### src/rtl/mem_access_stage.sv
// rtl/mem_access_stage.sv - MEM stage: data-memory handshake, byte lanes, load extension, MEM/WB register
module mem_access_stage #(
  parameter int ADDR_W = 32
) (
  input  logic              clk,
  input  logic              rst,
  input  logic              MEM_valid,
  input  logic              MEM_MemRd,
  input  logic              MEM_MemWr,
  input  logic [1:0]        MEM_size,
  input  logic              MEM_unsigned,
  input  logic [31:0]       MEM_ALUResult,
  input  logic [31:0]       MEM_rtData,
  input  logic              MEM_RegWr,
  input  logic [4:0]        MEM_RegDstAddr,
  input  logic              MemWrDataSrc,
  output logic              dm_req,
  output logic              dm_we,
  output logic [ADDR_W-1:0] dm_addr,
  output logic [3:0]        dm_be,
  output logic [31:0]       dm_wdata,
  input  logic              dm_ack,
  input  logic [31:0]       dm_rdata,
  output logic              MEM_stall,
  output logic              WB_RegWr,
  output logic [4:0]        WB_RegDstAddr,
  output logic [31:0]       WB_RegWrData,
  output logic              WB_ale
);

  typedef enum logic {S_IDLE, S_WAIT} state_t;
  state_t state;

  logic [1:0]  size_q;
  logic [1:0]  off_q;
  logic        uns_q;
  logic        regwr_q;
  logic [4:0]  dst_q;

  logic        op;
  logic        misaligned;
  logic [31:0] st_data;
  logic [31:0] lane_data;
  logic [3:0]  lane_be;
  logic [7:0]  byte_sel;
  logic [15:0] half_sel;
  logic [31:0] ld_ext;

  assign op = MEM_valid & (MEM_MemRd | MEM_MemWr);

  always_comb begin
    misaligned = 1'b0;
    case (MEM_size)
      2'b00:   misaligned = 1'b0;
      2'b01:   misaligned = MEM_ALUResult[0];
      default: misaligned = |MEM_ALUResult[1:0];
    endcase
  end

  // Forwarded value is only trustworthy in the issue cycle; it is latched into dm_wdata.
  assign st_data = MemWrDataSrc ? WB_RegWrData : MEM_rtData;

  always_comb begin
    lane_data = st_data;
    lane_be   = 4'b1111;
    case (MEM_size)
      2'b00: begin
        lane_data = {4{st_data[7:0]}};
        lane_be   = 4'b0001 << MEM_ALUResult[1:0];
      end
      2'b01: begin
        lane_data = {2{st_data[15:0]}};
        lane_be   = MEM_ALUResult[1] ? 4'b1100 : 4'b0011;
      end
      default: begin
        lane_data = st_data;
        lane_be   = 4'b1111;
      end
    endcase
  end

  assign byte_sel = dm_rdata[{off_q, 3'b000} +: 8];
  assign half_sel = dm_rdata[{off_q[1], 4'b0000} +: 16];

  always_comb begin
    ld_ext = dm_rdata;
    case (size_q)
      2'b00:   ld_ext = {{24{~uns_q & byte_sel[7]}}, byte_sel};
      2'b01:   ld_ext = {{16{~uns_q & half_sel[15]}}, half_sel};
      default: ld_ext = dm_rdata;
    endcase
  end

  assign MEM_stall = ~rst & (((state == S_IDLE) & op & ~misaligned) |
                             ((state == S_WAIT) & ~dm_ack));

  always_ff @(posedge clk) begin
    if (rst) begin
      state         <= S_IDLE;
      dm_req        <= 1'b0;
      dm_we         <= 1'b0;
      dm_addr       <= '0;
      dm_be         <= 4'b0000;
      dm_wdata      <= 32'h0;
      size_q        <= 2'b00;
      off_q         <= 2'b00;
      uns_q         <= 1'b0;
      regwr_q       <= 1'b0;
      dst_q         <= 5'd0;
      WB_RegWr      <= 1'b0;
      WB_RegDstAddr <= 5'd0;
      WB_RegWrData  <= 32'h0;
      WB_ale        <= 1'b0;
    end else begin
      case (state)
        S_IDLE: begin
          WB_ale <= 1'b0;
          if (!op) begin
            WB_RegWr      <= MEM_RegWr & MEM_valid;
            WB_RegDstAddr <= MEM_RegDstAddr;
            WB_RegWrData  <= MEM_ALUResult;
          end else if (misaligned) begin
            WB_RegWr      <= 1'b0;
            WB_ale        <= 1'b1;
            WB_RegDstAddr <= MEM_RegDstAddr;
            WB_RegWrData  <= MEM_ALUResult;
          end else begin
            WB_RegWr <= 1'b0;
            dm_req   <= 1'b1;
            dm_we    <= MEM_MemWr;
            dm_addr  <= {MEM_ALUResult[ADDR_W-1:2], 2'b00};
            dm_be    <= lane_be;
            dm_wdata <= lane_data;
            size_q   <= MEM_size;
            off_q    <= MEM_ALUResult[1:0];
            uns_q    <= MEM_unsigned;
            regwr_q  <= MEM_RegWr;
            dst_q    <= MEM_RegDstAddr;
            state    <= S_WAIT;
          end
        end
        S_WAIT: begin
          WB_ale <= 1'b0;
          if (dm_ack) begin
            dm_req        <= 1'b0;
            state         <= S_IDLE;
            WB_RegWr      <= regwr_q & ~dm_we;
            WB_RegDstAddr <= dst_q;
            if (!dm_we) WB_RegWrData <= ld_ext;
          end else begin
            WB_RegWr <= 1'b0;
          end
        end
        default: state <= S_IDLE;
      endcase
    end
  end

endmodule

### config.mk
export PLATFORM = sky130hd
export DESIGN_NAME = mem_access_stage
export DESIGN_NICKNAME = d
export VERILOG_FILES = /design/src/rtl/mem_access_stage.sv
export SDC_FILE = /design/constraint.sdc
export NUM_CORES = 1
export LEC_CHECK = 0
export CAP_MARGIN = 20
export CORE_MARGIN = 4
export CORE_UTILIZATION = 35
export DETAILED_ROUTE_END_ITERATION = 16
export PLACE_DENSITY = 0.65
export SLEW_MARGIN = 20
export SYNTH_ARGS = -nofsm -noshare
export SYNTH_HDL_FRONTEND = slang
export SYNTH_SLANG_ARGS = --single-unit
### constraint.sdc
create_clock -name clk -period 1.85 [get_ports clk]
set_input_delay 0.37 -clock clk [delete_from_list [all_inputs] [get_ports clk]]
set_output_delay 0.37 -clock clk [all_outputs]
set_load 0.01 [all_outputs]
# Word-level counts from Yosys, hierarchy flattened
# Index checks and enable logic that the tools add are counted.
# W data, S select, Z words.
[word_totals] output_inout_bits=110 regBits=119
[classes] eq_ne=7 shifts=3 n_reduce_logical=7 mux=29 bitwise=17
[ops] operator="$pmux W32 S2" count=3
[ops] operator="$mux W32" count=5
[ops] operator="$shiftx A32 B6 Y16" count=1
[ops] operator="$shiftx A32 B6 Y8" count=1
[ops] operator="$mux W5" count=3
[ops] operator="$mux W1" count=10
[ops] operator="$pmux W1 S2" count=5
[ops] operator="$pmux W5 S2" count=1
[ops] operator="$and A1 B1 Y1" count=9
[ops] operator="$reduce_and A3 Y1" count=3
[ops] operator="$ne A2 B2 Y1 const B" count=4
[ops] operator="$pmux W4 S2" count=1
[ops] operator="$not A1 Y1" count=6
[ops] operator="$eq A2 B1 Y1 const B" count=2
[ops] operator="$logic_not A2 Y1" count=2
[ops] operator="$mux W4" count=1
[ops] operator="$shl A1 B2 Y4 const A" count=1
[ops] operator="$ne A3 B3 Y1 const B" count=1
[ops] operator="$or A1 B1 Y1" count=2
[ops] operator="$reduce_and A2 Y1" count=1
[ops] operator="$reduce_or A2 Y1" count=1

# Logic depth before layout (Yosys ltp)
# Gate-level depths: netlist of the first run.
[depth] word_depth=6 mapped_depth=9 ltp_nobuf=5

# Least setup slack after synthesis of the first run
# OpenSTA, ideal clock, no wires.
[synth_path] kind="input port to output port" startpoint="input MEM_ALUResult[0]" endpoint="output MEM_stall" t_arrival_ps=1435 path_stages=7 path_slack_ps=45 path_cell_list="buf_2 > a21oi_4 > o21a_4 > nand2b_1 > buf_2 > buf_2 > a21oi_1"
[synth_between] elab_chain_cells=6
[synth_rtl] element="from (decl)" line="12" text="input logic [31:0] MEM_ALUResult,"
[synth_rtl] element="$reduce_or A2 Y1" line="56" text="default: misaligned = |MEM_ALUResult[1:0];"
[synth_rtl] element="$pmux W1 S2 *" line="53" text="case (MEM_size)"
[synth_rtl] element="$not A1 Y1 (no source line) *"
[synth_rtl] element="$and A1 B1 Y1 *" line="94" text="assign MEM_stall = ~rst & (((state == S_IDLE) & op & ~misaligned) |"
[synth_rtl] element="$or A1 B1 Y1 *" line="94"
[synth_rtl] element="$and A1 B1 Y1 *" line="94"
[synth_rtl] element="to (decl)" line="24" text="output logic MEM_stall,"
# Mark *: on every way between the ends. The rest lies on a longest branch, timed or not.

# Worst setup path in the final report of the first run
[layout_path] startpoint="register WB_RegWrData[9]" endpoint="output WB_RegWrData[9]"
[layout_lines] element="from (decl)" line="27" text="output logic [31:0] WB_RegWrData,"
[layout_lines] element="from (signal assigned)" line="121" text="WB_RegWrData <= MEM_ALUResult;"
[layout_lines] element="from (signal assigned)" line="126" text="WB_RegWrData <= MEM_ALUResult;"
[layout_lines] element="from (signal assigned)" line="149" text="if (!dm_we) WB_RegWrData <= ld_ext;"
# No word-level cell between the ends.

==> flow_summary.ini, run 1 <==
[clock_tree]
cts.sinks = 119
cts_max_path_buffers = 2
clk_latency_ps = 430
clk_pin_slew_ps = 60
clockRootBuffer = clkbuf_16
htree_levels = 4
ctsHoldBuffers = 0
cts_tree = done
cts_buffers = 17

[worst_setup_path]
r2r-end = WB_RegWrData[5]
crit_chain = clkdlybuf4s50_1
reg2reg_slack_ps = 60
path_delay_family = buffers and inverters
r2r-start = off_q[1]
rr_worst_depth = 7
end_kind = output pin
cp_data_arrival_time_ps = 1440
critPathKind = reg -> out
cp_slowest_cell = clkdlybuf4s50_1
crit_fanout = 4
critPathBufInv = 1
startpoint_type = flop
critPathMaxStageDelay_ps = 610
worstPathRequired_ps = 1480
cp.depth = 1

[global_route]
grt_overflow = 0
grtUsageTotal_pct = 23.51
use_met3_pct = 7.327
grt-busiest-layer = met2
use_met2_pct = 38.41
use_met1_pct = 30.28
grt_max_degree = 120
grt_pass1_wl_um = 36200
first_global_vias = 6348
antenna_found_initial = 0

[placed_design]
gp_congestion = 0.8746
dp_hpwl_um = 17950
port_buffers = 219
placed_area_um2 = 9049

[detailed_routing]
avgViaCountPerCell = 5.168
firstDrtPassIters = 7
num_vias = 6507
final_antenna_net_count = 0
wl_per_cell_um = 19.01
dr.first_iter.drc_count = 393
wirelength_um = 23940
drc_errors = 0

[timing]
tightest_slew_ps = 593.2
whs_ps = 371.9
report.final.slew_viol_count = 0
period_needed_ps = 1808
min_period_over_period_pct = 97.75
finalSetupViolCount = 0
tns_ps = 0
fmax_mhz = 553.0
rsz0062_at_grt = true
skew_ps = 9.984
hold_violations = 0
slew_headroom_pct = 60.45

[logic_synthesis]
synth_area_per_cell_um2 = 8.098
ys.warnings.count = 0
yosys_most_used_dff = dfxtp_1
postSynth.asyncResetShare_pct = 0
syn-instance-count = 760
ys_seq_area_share_pct = 38.71
synth_cell_types = 50
mappedNetlistArea_um2 = 6155
synth_seq_cells = 119
synth_edf_count = 0

[layout]
multi_input_area_um2 = 3491
fillers = 1602
seq_area_um2 = 2390
antenna_cells = 0
stdcell_area_um2 = 9787
final_util_pct = 56.78
drive_gt1_share_pct = 17.60
area_growth_syn_to_layout_pct = 59.02
final_nets = 1133

[floorplan]
fp.dieH_um = 140.6
die_area_um2 = 19770
io_pins = 222
start_util_pct = 35.71
core_area_um2 = 17240
die_x_um = 140.6
rows = 48

[pwr]
vdd_ir_drop_max_v = 0.0006558
power_density_nw_per_um2 = 840.0
leakagePower_nw = 3.798
finalPower_mw = 8.221

[outcome]
status = finished, final reports clean

[min_path]
holdPathEnd = dm_we
worst_hold_startpoint = MEM_MemWr
hold_depth = 3
hp-class = in -> reg

[job]
drv_cap = 0
worst max path at each step:
stage,endpoint,from
finish,WB_RegWrData[9],WB_RegWrData[9]
global route,WB_RegWrData[10],off_q[0]
floorplan,MEM_stall,MEM_ALUResult[0]
detailed placement,MEM_stall,MEM_MemWr
global placement,MEM_stall,MEM_MemWr
CTS,WB_RegWrData[10],WB_RegWrData[10]
cells in the final DEF, fill, tap and decap left out, drive strengths merged, types with 2 or more instances in the layout:
master and instances:
nor3 3, nand2 190, mux4 8, conb 2, a211oi 36, clkdlybuf4s50 208
mux2 21, nor2b 18, dlygate4sd2 7, a311oi 2, o211ai 10, nand2b 5
a21oi 126, bufinv 3, o22ai 8, a222oi 6, nor2 24, and2 16
o21a 2, clkinvlp 3, nand3 8, o21bai 2, a21o 22, o21ai 21
dfxtp 119, clkinv 7, or2 2, buf 90, mux2i 31, o2111ai 2
clkbuf 22
synthesized netlist by cell type, drive strengths merged, types with 2 or more instances:
cell type  number  share of area [%]
nor3            3               0.24
mux4            8                3.0
nand2b          5               0.51
and2           16                1.6
a21oi         126                 10
a311oi          2               0.28
o21a            2               0.37
clkinv          2               0.12
a222oi          6               0.98
dfxtp         119                 39
mux2           21                3.8
nor2           24                1.5
a21o           22                2.7
o21bai          2               0.24
buf            44                4.0
nor2b          18                2.0
or2             2               0.20
nand3           8               0.65
o2111ai         2               0.28
clkbuf         22                1.4
o211ai         10                1.2
o21ai          21                1.8
o22ai           8               0.91
a211oi         36                5.0
mux2i          31                5.0
nand2         190                 12
cell families after synthesis:
family                 count (synthesis)  share of synthesized area, %
buffers and inverters                 68                         5.509
AND/OR/NAND/NOR                      272                         19.13
multiplexers                          60                         11.87
other                                  1                       0.06093
flip-flops                           119                         38.71
AO/OA/AOI/OAI                        240                         24.72
per-layer routing:
metal,routed length (µm),vias up,share of wire (%)
met1,10470,3068,44
met3,1889,22,7.9
met5,0,-,0
met2,11180,225,47
met4,396,0,1.7
li1,-,3192,-
report_power, final:
group          internal [mW]  switching (mW)  total [mW]
clock network           2.19            1.24        3.43
logic                   1.01           0.896        1.90
registers               2.74           0.145        2.89
total                   5.94            2.29        8.22
final cells by class:
class	count	area share (%)
Sequential cell	119	24.42
Clock inverter	11	1.521
Tap cell	225	2.877
Clock buffer	21	4.705
Timing Repair Buffer	307	30.73
Inverter	2	0.07671
Multi-Input combinational cell	574	35.67
per-stage QoR:
step / instances / worst slack (ps)
after floorplan: 761 / 44.78
after global placement: 1222 / -635.7
after detailed placement: 1222 / -660.6
after CTS: 1258 / 2.624
after global routing: 1259 / -8.099
final: 1259 / 41.60
sequential cells by signal, summed over array words and instances, names as in the netlist, 2 cells and up:
name,flops
off_q,2
WB_RegDstAddr,5
dm_be,4
dst_q,5
dm_addr,30
WB_RegWrData,32
dm_wdata,32
size_q,2
what timing repair did:
action,in CTS,in global routing
setup endpoints to repair,87,90
cloned,0,1
resized for setup,20,16
buffers inserted,4,0
pin swaps,1,1
No activity file was read; power rests on OpenSTA's default activity.
==> run 2, diff against run 1 <==
SETUP_SLACK_MARGIN = 0.3   (was default)
==> run 2 against run 1 <==
  * Utilization is 4.1 points higher
  * Sequential share of layout area is 1.5 points lower
  * Via count is 6.2% higher
  * Clock power is 7.3% lower
  * Non-clock buffer count is 32 higher
  * Clock skew is 3.0 ps lower
  * Setup slack better by 20 ps
  * Die area stayed put
  * Wire length is 8.5% higher
  * Fmax is 1.1% higher
  * Largest power group unchanged
==> flow_summary.ini, run 2 (synthesis gave the netlist of run 1 again) <==
[layout]
fillers = 1531
final_common_cell = nand2_1
multi_input_area_um2 = 3842
layout_common_cells = 176 x nand2_1, 120 x a21oi_1, 109 x dlygate4sd2_1, 108 x dfxtp_1, 99 x clkdlybuf4s50_1
area_growth_syn_to_layout_pct = 70.62
drive_gt1_share_pct = 26.17
seq_area_um2 = 2404
stdcell_area_um2 = 10500
antenna_cells = 0
top_regs = WB_RegWrData x32, dm_wdata x32, dm_addr x30
final_nets = 1165

[floorplan]
io_pins = 222
start_util_pct = 35.71
rows = 48
die_area_um2 = 19770
die_x_um = 140.6
fp.dieH_um = 140.6
core_area_um2 = 17240

[clock_tree]
htree_levels = 4
cts_buffers = 17
clk_pin_slew_ps = 60
cts.sinks = 119
cts_max_path_buffers = 2
clockRootBuffer = clkbuf_16
clk_latency_ps = 420
cts_tree = done

[worst_setup_path]
crit_fanout = 8
critPathKind = reg -> reg
end_kind = flop
startpoint_type = flop
cp_data_arrival_time_ps = 2070
worstPathRequired_ps = 2130

[placed_design]
dp_hpwl_um = 17980
placed_area_um2 = 9111
port_buffers = 219
place_worst_setup_slack_ps = -679.0
gp_congestion = 0.8794

[min_path]
hp-class = in -> reg

[timing]
rsz0062_at_grt = true
skew_ps = 6.992
min_period_over_period_pct = 96.67
finalSetupViolCount = 0
fmax_mhz = 559.2
slew_headroom_pct = 62.51
period_needed_ps = 1788
tightest_slew_ps = 562.3
report.final.slew_viol_count = 0
hold_violations = 0
setup_ws_ps = 61.66

[pwr]
vdd_ir_drop_max_v = 0.0006277
leakagePower_nw = 4.574
power_density_nw_per_um2 = 783.7

[detailed_routing]
num_vias = 6911
final_antenna_net_count = 0
wirelength_um = 25970
avgViaCountPerCell = 5.353
drc_errors = 0
dr.first_iter.drc_count = 536
firstDrtPassIters = 5
wl_per_cell_um = 20.12

[global_route]
grtUsageTotal_pct = 24.31
grt_overflow = 0
antenna_found_initial = 1
first_global_vias = 6541
grt_max_degree = 120
grt_pass1_wl_um = 37680

[job]
drv_cap = 0

[outcome]
status = finished, final reports clean
## run 2: cell types whose count changed in the layout (fill, tap and decap cells not counted), sizes merged
cell,previous run,this run
clkdlybuf4s50,208,99
dlymetal6s2s,1,0
clkdlybuf4s15,0,2
clkinvlp,3,5
clkbuf,22,33
bufinv,3,1
bufbuf,0,1
buf,90,116
dlygate4sd2,7,109
## run 2: worst paths after layout
check	startpoint	end	slack (ps)	depth (start not counted)
worst max-delay path	off_q[1]	WB_RegWrData[1]	60	6
worst max register to register	off_q[1]	WB_RegWrData[1]	60	6
worst min-delay path	MEM_MemWr	dm_we	330	4
worst min register to register	dm_addr[25]	dm_addr[25]	450	2
## run 2: routing by layer
layer | global-route usage (%) | wire (µm) | vias to the layer above
li1 | - | - | 3262
met1 | 32.18 | 11110 | 3310
met2 | 38.58 | 12120 | 288
met3 | 5.801 | 1900 | 49
met4 | 9.179 | 818 | 2
met5 | 0 | 13 | -
## run 2: repair_timing
| action | 4_1_cts | 5_1_grt |
|---|---|---|
| gates cloned | 5 | 8 |
| hold buffers | 0 | 0 |
| pin swaps | 39 | 40 |
| resized for setup | 219 | 73 |
| setup buffers | 9 | 9 |
| endpoints found under the setup margin | 225 | 89 |
## run 2: critical path: stages, from the launching register on
cell and delay [ps]:
dfxtp_4 400, buf_8 150, mux2_4 310, a222oi_1 420, buf_4 200, o2bb2ai_2 90, a21oi_1 70
## run 2: per-stage QoR
stage	setup TNS, ps	cells	hold WS, ps	power (mW)	util (%)
2_1_floorplan	0	761	436.0	3.757	-
3_3_place_gp	-42800	1228	441.5	4.800	52.86
3_5_place_dp	-45000	1228	445.5	4.817	52.86
4_1_cts	0	1274	432.9	8.078	58.44
5_1_grt	0	1291	353.6	8.538	60.92
6_report	0	1291	325.9	8.230	60.92
## run 2: layout make-up
cell class	count	area share, %
flip-flops and latches	119	22.89
multi-input cells	574	36.59
clock buffers	21	4.480
clock inverters	11	0.9532
repair buffers	339	32.34
well taps	225	2.681
inverters	2	0.07149
## run 2: where the power goes
part / internal (mW) / total (mW) / switching [mW]
Sequential: 2.74 / 2.89 / 0.152
Combinational: 1.11 / 2.16 / 1.04
Clock: 1.95 / 3.18 / 1.23
Total: 5.80 / 8.23 / 2.43
